**src/rtl/spi_xfer_sequencer.sv**
```systemverilog
// APB master that drives a CoreSPI instance as a byte-transfer engine: select slave, push/pull
// cmd_len bytes one at a time through STAT polling, deselect, pulse done.
module spi_xfer_sequencer #(
   parameter logic [6:0] ADDR_CTRL1  = 7'h00,
   parameter logic [6:0] ADDR_RXDATA = 7'h08,
   parameter logic [6:0] ADDR_TXDATA = 7'h0C,
   parameter logic [6:0] ADDR_STAT   = 7'h20,
   parameter logic [6:0] ADDR_SSEL   = 7'h24,
   parameter int         LEN_W       = 8,
   parameter int         POLL_MAX    = 1024
) (
   input  logic             PCLK,
   input  logic             PRESETN,
   input  logic             cmd_valid,
   output logic             cmd_ready,
   input  logic [7:0]       cmd_ssel,
   input  logic [LEN_W-1:0] cmd_len,
   input  logic             tx_valid,
   output logic             tx_ready,
   input  logic [7:0]       tx_data,
   output logic             rx_valid,
   input  logic             rx_ready,
   output logic [7:0]       rx_data,
   output logic             busy,
   output logic             done,
   output logic             err_timeout,
   output logic             PSEL,
   output logic             PENABLE,
   output logic             PWRITE,
   output logic [6:0]       PADDR,
   output logic [31:0]      PWDATA,
   input  logic [31:0]      PRDATA,
   input  logic             PREADY,
   input  logic             PSLVERR
);
   typedef enum logic [3:0] {S_INIT, S_IDLE, S_SSEL_ON, S_WAIT_TX, S_PUSH, S_WAIT_RX,
                             S_POP, S_HOLD_RX, S_SSEL_OFF, S_DONE} state_t;
   typedef enum logic [1:0] {A_IDLE, A_SETUP, A_ACCESS} apb_t;
   localparam int PW = $clog2(POLL_MAX + 1);

   state_t           state, state_d;
   apb_t             aph;
   logic [7:0]       ssel_q;
   logic [LEN_W-1:0] len_q, byte_cnt, cnt_inc;
   logic [PW-1:0]    poll_cnt;
   logic             apb_idle, apb_done, apb_start, apb_wr;
   logic [6:0]       apb_addr;
   logic [31:0]      apb_wdata;
   logic             load_cmd, rx_load, rx_take, set_err, poll_inc, last_byte, poll_to;
   logic             unused_prdata;

   assign unused_prdata = ^PRDATA[31:8];
   assign apb_idle  = (aph == A_IDLE);
   assign apb_done  = (aph == A_ACCESS) && PREADY;
   assign PSEL      = !apb_idle;
   assign PENABLE   = (aph == A_ACCESS);
   assign cnt_inc   = byte_cnt + 1'b1;
   assign last_byte = (cnt_inc == ((len_q == '0) ? LEN_W'(1) : len_q));
   assign poll_to   = (poll_cnt == PW'(POLL_MAX - 1));

   always_ff @(posedge PCLK or negedge PRESETN) begin
      if (!PRESETN) state <= S_INIT;
      else          state <= state_d;
   end

   always_comb begin
      state_d   = state;
      apb_start = 1'b0;
      apb_wr    = 1'b0;
      apb_addr  = ADDR_STAT;
      apb_wdata = 32'h0;
      cmd_ready = 1'b0;
      tx_ready  = 1'b0;
      done      = 1'b0;
      load_cmd  = 1'b0;
      rx_load   = 1'b0;
      rx_take   = 1'b0;
      set_err   = 1'b0;
      poll_inc  = 1'b0;
      case (state)
         S_INIT: begin
            apb_start = apb_idle;
            apb_wr    = 1'b1;
            apb_addr  = ADDR_CTRL1;
            apb_wdata = 32'h3;
            if (apb_done) state_d = S_IDLE;
         end
         S_IDLE: begin
            cmd_ready = 1'b1;
            if (cmd_valid) begin
               load_cmd = 1'b1;
               state_d  = S_SSEL_ON;
            end
         end
         S_SSEL_ON: begin
            apb_start = apb_idle;
            apb_wr    = 1'b1;
            apb_addr  = ADDR_SSEL;
            apb_wdata = {24'h0, ssel_q};
            if (apb_done) state_d = S_WAIT_TX;
         end
         S_WAIT_TX: begin
            apb_start = apb_idle && tx_valid;
            if (apb_done) begin
               if (!PRDATA[3])   state_d = S_PUSH;
               else if (poll_to) begin set_err = 1'b1; state_d = S_SSEL_OFF; end
               else              poll_inc = 1'b1;
            end
         end
         S_PUSH: begin
            // the byte is taken on the same cycle the TXDATA write is launched
            tx_ready  = apb_idle && tx_valid;
            apb_start = tx_ready;
            apb_wr    = 1'b1;
            apb_addr  = ADDR_TXDATA;
            apb_wdata = {24'h0, tx_data};
            if (apb_done) state_d = S_WAIT_RX;
         end
         S_WAIT_RX: begin
            apb_start = apb_idle;
            if (apb_done) begin
               if (!PRDATA[2])   state_d = S_POP;
               else if (poll_to) begin set_err = 1'b1; state_d = S_SSEL_OFF; end
               else              poll_inc = 1'b1;
            end
         end
         S_POP: begin
            apb_start = apb_idle;
            apb_addr  = ADDR_RXDATA;
            if (apb_done) begin
               rx_load = 1'b1;
               state_d = S_HOLD_RX;
            end
         end
         S_HOLD_RX: begin
            if (rx_ready) begin
               rx_take = 1'b1;
               state_d = last_byte ? S_SSEL_OFF : S_WAIT_TX;
            end
         end
         S_SSEL_OFF: begin
            apb_start = apb_idle;
            apb_wr    = 1'b1;
            apb_addr  = ADDR_SSEL;
            if (apb_done) state_d = S_DONE;
         end
         S_DONE: begin
            done    = 1'b1;
            state_d = S_IDLE;
         end
         default: state_d = S_INIT;
      endcase
      // slave error aborts like a timeout; deselect still runs
      if (apb_done && PSLVERR) begin
         set_err  = 1'b1;
         rx_load  = 1'b0;
         poll_inc = 1'b0;
         if (state == S_INIT)          state_d = S_IDLE;
         else if (state == S_SSEL_OFF) state_d = S_DONE;
         else                          state_d = S_SSEL_OFF;
      end
   end

   always_ff @(posedge PCLK or negedge PRESETN) begin
      if (!PRESETN) begin
         aph         <= A_IDLE;
         PWRITE      <= 1'b0;
         PADDR       <= 7'h0;
         PWDATA      <= 32'h0;
         ssel_q      <= 8'h0;
         len_q       <= '0;
         byte_cnt    <= '0;
         poll_cnt    <= '0;
         rx_valid    <= 1'b0;
         rx_data     <= 8'h0;
         busy        <= 1'b0;
         err_timeout <= 1'b0;
      end else begin
         case (aph)
            A_IDLE:   if (apb_start) aph <= A_SETUP;
            A_SETUP:  aph <= A_ACCESS;
            A_ACCESS: if (PREADY) aph <= A_IDLE;
            default:  aph <= A_IDLE;
         endcase
         if (apb_start) begin
            PWRITE <= apb_wr;
            PADDR  <= apb_addr;
            PWDATA <= apb_wdata;
         end
         if (load_cmd) begin
            ssel_q   <= cmd_ssel;
            len_q    <= cmd_len;
            byte_cnt <= '0;
         end else if (rx_take) begin
            byte_cnt <= cnt_inc;
         end
         if (poll_inc)              poll_cnt <= poll_cnt + 1'b1;
         else if (state_d != state) poll_cnt <= '0;
         if (rx_load) begin
            rx_valid <= 1'b1;
            rx_data  <= PRDATA[7:0];
         end else if (rx_take) begin
            rx_valid <= 1'b0;
         end
         if (load_cmd)               busy <= 1'b1;
         else if (state_d == S_DONE) busy <= 1'b0;
         if (load_cmd)     err_timeout <= 1'b0;
         else if (set_err) err_timeout <= 1'b1;
      end
   end
endmodule
```
**config.mk**
```make
export PLATFORM = sky130hd
export DESIGN_NAME = spi_xfer_sequencer
export DESIGN_NICKNAME = d
export VERILOG_FILES = /design/src/rtl/spi_xfer_sequencer.sv
export SDC_FILE = /design/constraint.sdc
export NUM_CORES = 1
export LEC_CHECK = 0
export ABC_AREA = 0
export CAP_MARGIN = 20
export CORE_MARGIN = 3
export CORE_UTILIZATION = 40
export CTS_CLUSTER_SIZE = 28
export DETAILED_ROUTE_END_ITERATION = 10
export PLACE_DENSITY = 0.73
export SYNTH_ARGS = -nofsm -noshare
export SYNTH_HDL_FRONTEND = slang
export SYNTH_SLANG_ARGS = --single-unit
```
**constraint.sdc**
```tcl
create_clock -name PCLK -period 5.3 [get_ports PCLK]
set_input_delay 0.53 -clock PCLK [delete_from_list [all_inputs] [get_ports PCLK]]
set_output_delay 0.53 -clock PCLK [all_outputs]
set_load 0.005 [all_outputs]
```
==> impl_results.md, run 1 <==
- Final GP Congestion: 0.855
- GR Util met2: 27.2%
- WP data required: 4.77 ns
- Setup tns final: 0 ns
- Routed len/inst: 14.2 um
- Grt met3 use: 5.79%
- Die width: 101 um
- Layout cells sized above 1: 7.58%
- Total I/O pin count: 119
- Largest net degree at the start of global routing: 65
- Die area: 0.0103 mm2
- # clock sinks: 64
- Prevailing post-synth register cell: dfrtp_1
- Inserted Clock Buffers: 9
- Critical Path End Type: output pin
- Via count: 3026
- Hpwl dp: 5.78 mm
- PwrDens: 449 mW/mm2
- Worst r2r src: state[1]
- EDFF count, synth: 0
- Initial DRC count: 181
- Finished Cell Area: 0.00444 mm2
- Max Clk Rate: 305 MHz
- Core Region: 0.00881 mm2
- Via density: 5.31
- Area contributors post-synth: dfrtp_1, nand2_1, buf_4
- H-tree depth: 3
- Worst-case clock buffer depth: 2
- Commonest cells post-synth: nand2_1, dfrtp_1, buf_4, o21ai_0, nor2_1
- Remaining routing DRC violations: 0
- Met1 usage: 19.7%
- Syn Inst Count: 398
- Placed Area: 0.00424 mm2
- Fillers: 803
- Vias in the first global route: 2947
- RSZ-0062 raised after global routing: false
- Area grow syn2layout: 21.7%
- DR pass1 iterations: 4
- Most numerous cell in the Yosys netlist: nand2_1
- CTS tree: done
- Max-Slew Margin vs Limit: 35.8%
- Antenna Nets Post-Route: 0
- Final Util: 50.4%
- Reg clk slew, reported paths: 0.08 ns
- Final min period: 3.28 ns
- Antenna violations before repair: 0
- IO Port Bufs: 66
- Post-CTS Resized: 0
- Final setup viols: 0
- Final wirelength: 8.12 mm
- Nets: 523
- Total grt overflow: 0
- Cell area after synthesis: 0.00365 mm2
- DIE HEIGHT: 101 um
- Clk root buf: clkbuf_8
- Outcome: completed
- Post-synthesis register bit count: 64
- Synth top area share: 43.9%
- Measured slew at the worst slew-check pin: 0.956 ns
- Hold WC Path Type: input port to async pin
- Max FO, Critical Path: 23
- Cells on worst reg2reg path: 6
- Ant. Diodes: 0
- Register area share after synthesis: 43.9%
- Hold_buf cts: 0
- Final Skew: 0.0123 ns
- Fin. Hold Viols: 0
- Syn Area/Cell: 9.16 um2
- Worst hold slack: 0.352 ns
- MaxCap Viol Count: 0
- CP Launch Type: flip-flop
- # Post-CTS Setup Buffers: 0
- Synth area leader: dfrtp_1
- Lkg Pwr: 0.00201 uW
- Ys async rst share: 100%
- Clock latency on the worst-skew pair: 0.34 ns
- First-pass GRT wire length: 13.4 mm
- Synth unique cells: 60
- Starting Density: 41.4%
- Row count: 34
- Max-slew violation count: 0
- WP data arrival: 2.75 ns
- Worst R2R End: poll_cnt[0]
- Warnings from Yosys: 0
- GRT Util Overall: 16.4%
- CP Class: flip-flop to output pin
- GR peak layer: met2
- Peak supply drop: 271 uV
- Period utilization: 61.8%
- Worst R2R Setup Slack: 2.32 ns
==> worst max-delay path by stage <==
stage / slack, ns / depth (start not counted) / end / from
floorplan: 3.29 / 5 / tx_ready / state[1]
global placement: 2.23 / 7 / poll_cnt[0] / rx_ready
detailed placement: 2.19 / 7 / poll_cnt[0] / PREADY
CTS: 2.02 / 4 / tx_ready / state[2]
global route: 1.80 / 4 / tx_ready / state[2]
finish: 2.02 / 4 / tx_ready / state[2]
==> cells in the final DEF (no fill, tap or decap), types with 6 or more instances in the layout <==
| master | n |
|---|---|
| nand2_1 | 76 |
| clkdlybuf4s50_1 | 65 |
| dfrtp_1 | 64 |
| conb_1 | 28 |
| o21ai_0 | 27 |
| nor2_1 | 20 |
| a21oi_1 | 12 |
| nand3_1 | 11 |
| mux2_2 | 11 |
| clkbuf_8 | 9 |
| xnor2_1 | 8 |
| inv_1 | 7 |
| nor3_1 | 7 |
| xor2_1 | 7 |
| and3_1 | 7 |
| o211ai_1 | 6 |
| nor2b_1 | 6 |
| a22oi_1 | 6 |
==> cells by family (layout without fill, tap and decap cells) <==
| family | Yosys count | count (layout) | synth area share, % |
|---|---|---|---|
| XOR/XNOR | 15 | 15 | 3.60 |
| buffers and inverters | 53 | 90 | 9.23 |
| flip-flops | 64 | 64 | 43.9 |
| other | 1 | 28 | 0.103 |
| adder cells (fa/ha/maj) | 3 | 3 | 0.961 |
| AND/OR/NAND/NOR | 161 | 161 | 22.1 |
| multiplexers | 12 | 12 | 3.67 |
| AO/OA/AOI/OAI | 89 | 89 | 16.4 |
==> worst max-delay path, stage by stage, from the launching register on <==
cell	delay [ns]
dfrtp_1	0.75
nand2_1	0.19
nor3_1	0.69
and3_1	0.26
clkdlybuf4s50_1	0.51
==> area by class of cell <==
cell class | instances | area, um2 | share of cell area (%)
inverter | 7 | 26.3 | 0.592
clock buffer | 9 | 124 | 2.79
tap | 108 | 135 | 3.05
timing repair buffer | 68 | 671 | 15.1
clock inverter | 6 | 70.1 | 1.58
sequential | 64 | 1600 | 36.1
multi-input combinational | 308 | 1810 | 40.8
==> stage by stage <==
stage / std cells / power [uW] / setup slack, ns
global placement: 555 / 1570 / 2.23
global route: 570 / 2160 / 1.80
detailed placement: 555 / 1590 / 2.19
CTS: 570 / 2010 / 2.02
floorplan: 425 / 1320 / 3.29
finish: 570 / 1990 / 2.02
==> routing by layer <==
layer / share of wire [%] / wire, um / vias up
met3: 6.4 / 518 / 10
met5: 0 / 0 / -
met1: 43 / 3470 / 1463
li1: - / - / 1466
met2: 49 / 4010 / 87
met4: 1.4 / 117 / 0
==> state kept, by name, indices dropped and copies added, names as in the netlist <==
register     cells
ssel_q           8
poll_cnt        11
len_q            8
rx_data          8
busy             1
byte_cnt         8
aph              2
err_timeout      1
state            4
PWDATA           8
PWRITE           1
rx_valid         1
PADDR            3
==> power by group <==
group | internal, uW | switching [uW] | total (uW)
clock | 217 | 195 | 412
combinational | 388 | 407 | 795
sequential | 628 | 159 | 787
Power figures use the tool's default switching activity.
==> inputs of run 2 (changes only) <==
- PLACE_DENSITY: 0.73 -> 0.76
- clock period: 5.3 -> 3 ns (I/O delays scaled with it)
==> impl_results.md, run 2 (synthesized netlist as in run 1, its figures left out) <==
- Outcome: completed
- GRT Util Overall: 17.2% (+0.74 points)
- Clk root buf: clkbuf_8
- Vias in the first global route: 3012 (+2.2%)
- Row count: 34 (unchanged)
- DR pass1 iterations: 4 (unchanged)
- Most frequent cells in the layout: nand2_1, clkdlybuf4s50_1, dfrtp_1
- Antenna violations before repair: 0 (unchanged)
- Reg clk slew, reported paths: 0.07 ns (about the same)
- Ant. Diodes: 0 (unchanged)
- CP Class: flip-flop to output pin
- Max Clk Rate: 381 MHz
- Grt met3 use: 6.75% (+0.96 points)
- Largest register by flop count: poll_cnt
- Area grow syn2layout: 23.1%
- Max reg flops: 11 (unchanged)
- Clock power share: 21.0% (+0.3 points)
- Hold WC Path Type: input port to async pin
- Crit-path cells: nand2_1, nor3_1, buf_4, and3_1, clkdlybuf4s50_1
- Starting Density: 41.4% (unchanged)
- Core Region: 0.00881 mm2 (unchanged)
- Internal: 2290 uW (+86%)
- Sw Share: 36.9% (-1.2 points)
- Cell family with most CP delay: flip-flops
- CP max stage cell: dfrtp_1
- Remaining routing DRC violations: 0 (unchanged)
- Max-slew violation count: 0 (unchanged)
- Peak supply drop: 424 uV (+57%)
- First-pass GRT wire length: 14.2 mm (+6.0%)
- Inserted Clock Buffers: 9 (unchanged)
- Hold_buf cts: 0 (unchanged)
- IO Port Bufs: 66 (unchanged)
- Measured slew at the worst slew-check pin: 0.792 ns (-0.164 ns)
- Antenna Nets Post-Route: 0 (unchanged)
- CTS tree: done
- WP data arrival: 2.32 ns (-0.43 ns)
- Placed insts: 560 (+0.90%)
- CP Launch Type: flip-flop
- Total I/O pin count: 119 (unchanged)
- Switching component of the power: 1340 uW (+76%)
- Initial DRC count: 119 (-34%)
- Final min period: 2.62 ns
- Commonest non-fill, non-tap cell in the layout: nand2_1
- Max-Slew Margin vs Limit: 45.9% (+10 points)
- CP peak stage delay: 0.76 ns (about the same)
- Flop pwr share: 38.4% (-1.1 points)
- Post-CTS Resized: 0 (unchanged)
- Final GP Congestion: 0.878 (+2.7%)
- Final cell count without fillers: 575 (+0.88%)
- WP data required: 2.70 ns (-2.07 ns)
- Fin. Hold Viols: 0 (unchanged)
- Setup tns final: 0 ns (unchanged)
- GR peak layer: met2
- MaxCap Viol Count: 0 (unchanged)
- GR Util met2: 27.1% (-0.10 points)
- Via density: 5.27 (-0.67%)
- Layout cells sized above 1: 8.35% (+0.78 points)
- Total grt overflow: 0 (unchanged)
- RSZ-0062 raised after global routing: false
- Final wirelength: 8.47 mm (+4.2%)
- # Post-CTS Setup Buffers: 0 (unchanged)
- Buffers plus inverters on the worst setup path: 2 (+1)
- Final Skew: 0.00686 ns (-0.00544 ns)
- Final setup viols: 0 (unchanged)
- Die width: 101 um (unchanged)
- H-tree depth: 3 (unchanged)
- Critical Path End Type: output pin
- Combinational share of power: 40.6% (+0.7 points)
- Max FO, Critical Path: 23 (unchanged)
- DIE HEIGHT: 101 um (unchanged)
- Hpwl dp: 5.99 mm (+3.6%)
- PwrDens: 810 mW/mm2 (+80%)
- Period utilization: 87.5%
- Clock latency on the worst-skew pair: 0.34 ns (about the same)
- Routed len/inst: 14.7 um (+3.3%)
- Via count: 3032 (+0.20%)
- Nets: 528 (+0.96%)
- # clock sinks: 64 (unchanged)
- Lkg Pwr: 0.00205 uW (+1.9%)
- Die area: 0.0103 mm2 (unchanged)
- Met1 usage: 22.0% (+2.3 points)
- Worst-case clock buffer depth: 2 (unchanged)
- Largest net degree at the start of global routing: 65 (unchanged)
run 2: cell count changes in the layout (fill, tap and decap cells not counted), sizes merged:
| cell | before | now |
|---|---|---|
| inv | 8 | 7 |
| clkinv | 1 | 0 |
| buf | 3 | 8 |
| clkinvlp | 3 | 1 |
| clkbuf | 9 | 13 |
run 2: cell type report:
class	instances	area (um2)
clock inverters	2	37.5
flip-flops and latches	64	1600
inverters	7	26.3
clock buffers	13	169
repair buffers	73	708
fillers	824	4320
multi-input cells	308	1810
well taps	108	135
run 2: stage by stage:
stage	cell area, um2	worst slack [ns]	util, %	hold WS [ns]	total power, uW
final	4490	0.376	51.0	0.134	3640
after CTS	4490	0.372	51.0	0.156	3670
after floorplan	3750	1.04	-	0.00441	2330
after global placement	4280	0.538	48.6	0.460	2830
after detailed placement	4280	0.504	48.6	0.463	2880
after global routing	4490	0.247	51.0	0.201	3940
run 2: per-layer routing:
metal	wire length (um)	vias up
met5	0	-
met1	3810	1437
li1	-	1480
met2	3970	104
met3	594	11
met4	85	0
run 2: worst register-to-register path, cell delays in order (launching register included):
cell,delay (ns)
dfrtp_1,0.88
mux2i_1,0.27
nor2_1,0.05
o32a_1,0.35
o311a_1,0.15
nor4_2,0.29
buf_4,0.22
a22o_1,0.16
run 2: path summary, 6_finish.rpt:
path	from	to	slack, ns	depth (start not counted)
min reg2reg	rx_valid	rx_valid	0.47	2
max	state[2]	tx_ready	0.38	5
min in group PCLK	rx_valid	rx_valid	0.47	2
max in group asynchronous	PRESETN	len_q[5]	2.34	2
max reg2reg	state[1]	poll_cnt[2]	0.57	7
min	PRESETN	poll_cnt[1]	0.13	2
run 2: power by group through the flow:
stage | sequential [uW] | clock, uW | combinational, uW
after detailed placement | 1400 | 0 | 1480
after CTS | 1390 | 783 | 1490
after global placement | 1400 | 0 | 1440
final | 1390 | 765 | 1480
after floorplan | 1280 | 0 | 1050
after global routing | 1440 | 823 | 1680
==> inputs of run 3 (changes only) <==
- CORE_MARGIN: 3 -> 10
- PLACE_DENSITY: 0.76 -> not set
- PLACE_DENSITY_LB_ADDON: not set -> 0.12
==> impl_results.md, run 3 (synthesized netlist as in run 1, its figures left out) <==
- PwrDens: 800 mW/mm2 (-1.4%)
- Worst-case clock buffer depth: 2 (unchanged)
- Max-slew violation count: 0 (unchanged)
- DR pass1 iterations: 4 (unchanged)
- Setup tns final: 0 ns (unchanged)
- Antenna Nets Post-Route: 0 (unchanged)
- Row count: 34 (unchanged)
- CTS tree: done
- Final wirelength: 9.35 mm (+10%)
- Outcome: completed
- WP data arrival: 2.36 ns (+0.04 ns)
- Max FO, Critical Path: 23 (unchanged)
- Inserted Clock Buffers: 9 (unchanged)
- Max reg flops: 11 (unchanged)
- Hold_buf cts: 0 (unchanged)
- Layout cells sized above 1: 8.74% (+0.39 points)
- Total grt overflow: 0 (unchanged)
- Antenna violations before repair: 0 (unchanged)
- CP peak stage delay: 0.78 ns (+0.02 ns)
- Placed Area: 0.00431 mm2 (+0.64%)
- CP Class: flip-flop to output pin
- Routed len/inst: 16.2 um (+10%)
- Max-Slew Margin vs Limit: 46.5% (+0.67 points)
- IO Port Bufs: 66 (unchanged)
- WP data required: 2.70 ns (about the same)
- Fillers: 846 (+2.7%)
- Worst r2r src: state[1]
- Measured slew at the worst slew-check pin: 0.802 ns (+0.0105 ns)
- Final min period: 2.66 ns (+0.0331 ns)
- MaxCap Viol Count: 0 (unchanged)
- H-tree depth: 3 (unchanged)
- Nets: 530 (+0.38%)
- Hpwl dp: 6.99 mm (+17%)
- RSZ-0062 raised after global routing: false
- Lkg Pwr: 0.00206 uW (+0.63%)
- Reg clk slew, reported paths: 0.07 ns (about the same)
- Setup slack after layout: 0.343 ns (-0.0331 ns)
- Ant. Diodes: 0 (unchanged)
- Final Util: 51.0% (+0.085 points)
- # clock sinks: 64 (unchanged)
- Largest register by flop count: poll_cnt
- Initial DRC count: 156 (+31%)
- Cells on worst reg2reg path: 7 (unchanged)
- CP max stage cell: dfrtp_1
- Worst R2R End: poll_cnt[0]
- Area grow syn2layout: 23.3%
- Commonest non-fill, non-tap cell in the layout: nand2_1
- # Post-CTS Setup Buffers: 0 (unchanged)
- Via density: 5.23 (-0.87%)
- DIE HEIGHT: 115 um (+14%)
- Critical Path End Type: output pin
- Die area: 0.0133 mm2 (+29%)
- Core Region: 0.00881 mm2 (unchanged)
- Remaining routing DRC violations: 0 (unchanged)
- GRT Util Overall: 14.2% (-3.0 points)
- Finished Cell Area: 0.00449 mm2 (+0.17%)
- Final setup viols: 0 (unchanged)
- Total I/O pin count: 119 (unchanged)
- Post-CTS Resized: 0 (unchanged)
- Via count: 3016 (-0.53%)
- Most frequent cells in the layout: nand2_1, clkdlybuf4s50_1, dfrtp_1
- Largest net degree at the start of global routing: 35 (-46%)
- Starting Density: 41.4% (unchanged)
- Worst R2R Setup Slack: 0.59 ns (+0.02 ns)
- CP Launch Type: flip-flop
- Clk root buf: clkbuf_8
- Peak supply drop: 394 uV (-7.1%)
- First-pass GRT wire length: 15.2 mm (+7.4%)
- Clock latency on the worst-skew pair: 0.34 ns (about the same)
- Crit-path cells: nand2_1, nor3_1, buf_4, and3_1, clkdlybuf4s50_1
- Hold WC Path Type: input port to async pin
- Final GP Congestion: 0.865 (-1.5%)
- Max Clk Rate: 376 MHz (-1.2%)
- Period utilization: 88.6% (+1.1 points)
- Fin. Hold Viols: 0 (unchanged)
- Final Skew: 0.00701 ns (+0.000151 ns)
- Vias in the first global route: 3033 (+0.70%)
- Dpl ws: 0.535 ns (+0.0312 ns)
- Die width: 115 um (+14%)
-- run 3: changes by cell type in the layout (fill, tap and decap cells not counted), sizes merged --
cell	change
clkinvlp	-1
clkinv	+3
clkbuf	-2
buf	+2
-- run 3: layer usage --
| metal | global-route usage (%) | part of all wire (%) | vias up |
|---|---|---|---|
| met2 | 22.6 | 47 | 88 |
| met5 | 0 | 0 | - |
| met1 | 16.8 | 43 | 1432 |
| li1 | - | - | 1478 |
| met3 | 6.25 | 7.6 | 18 |
| met4 | 4.81 | 2.1 | 0 |
-- run 3: final cells by class --
class,instances,area [um2],share of cell area (%)
clock buffer,11,141,3.15
clock inverter,4,45.0,1.00
inverter,7,26.3,0.585
multi-input combinational,308,1810,40.3
sequential,64,1600,35.6
tap,108,135,3.01
timing repair buffer,75,736,16.4
-- run 3: critical path, delay by kind of cell (launching register included) --
family	cells	cell delay, ns
and+or+nand+nor	3	0.54
buffers and inverters	2	0.70
DFF	1	0.78
-- run 3: how the worst max path moves through the flow --
| stage | start | end | cells past startpoint |
|---|---|---|---|
| 6_report | state[2] | tx_ready | 5 |
| 5_1_grt | state[2] | tx_ready | 5 |
| 4_1_cts | state[2] | tx_ready | 5 |
| 3_5_place_dp | PREADY | poll_cnt[0] | 8 |
| 3_3_place_gp | PREADY | poll_cnt[0] | 8 |
| 2_1_floorplan | poll_cnt[0] | poll_cnt[2] | 8 |
-- run 3: through the flow --
| stage | std cells | hold WS, ns | total power (uW) |
|---|---|---|---|
| 3_3_place_gp | 562 | 0.439 | 2890 |
| 3_5_place_dp | 562 | 0.432 | 2910 |
| 4_1_cts | 577 | 0.0699 | 3640 |
| 2_1_floorplan | 425 | 0.00441 | 2330 |
| 5_1_grt | 577 | 0.0884 | 3900 |
| 6_report | 577 | 0.0445 | 3590 |
-- run 3: power by group --
part	internal [uW]	total, uW	switching [uW]	leakage (uW)
clock network	398	714	316	0.0000989
logic	740	1510	772	0.00111
registers	1110	1370	257	0.000848
total	2250	3590	1340	0.00206
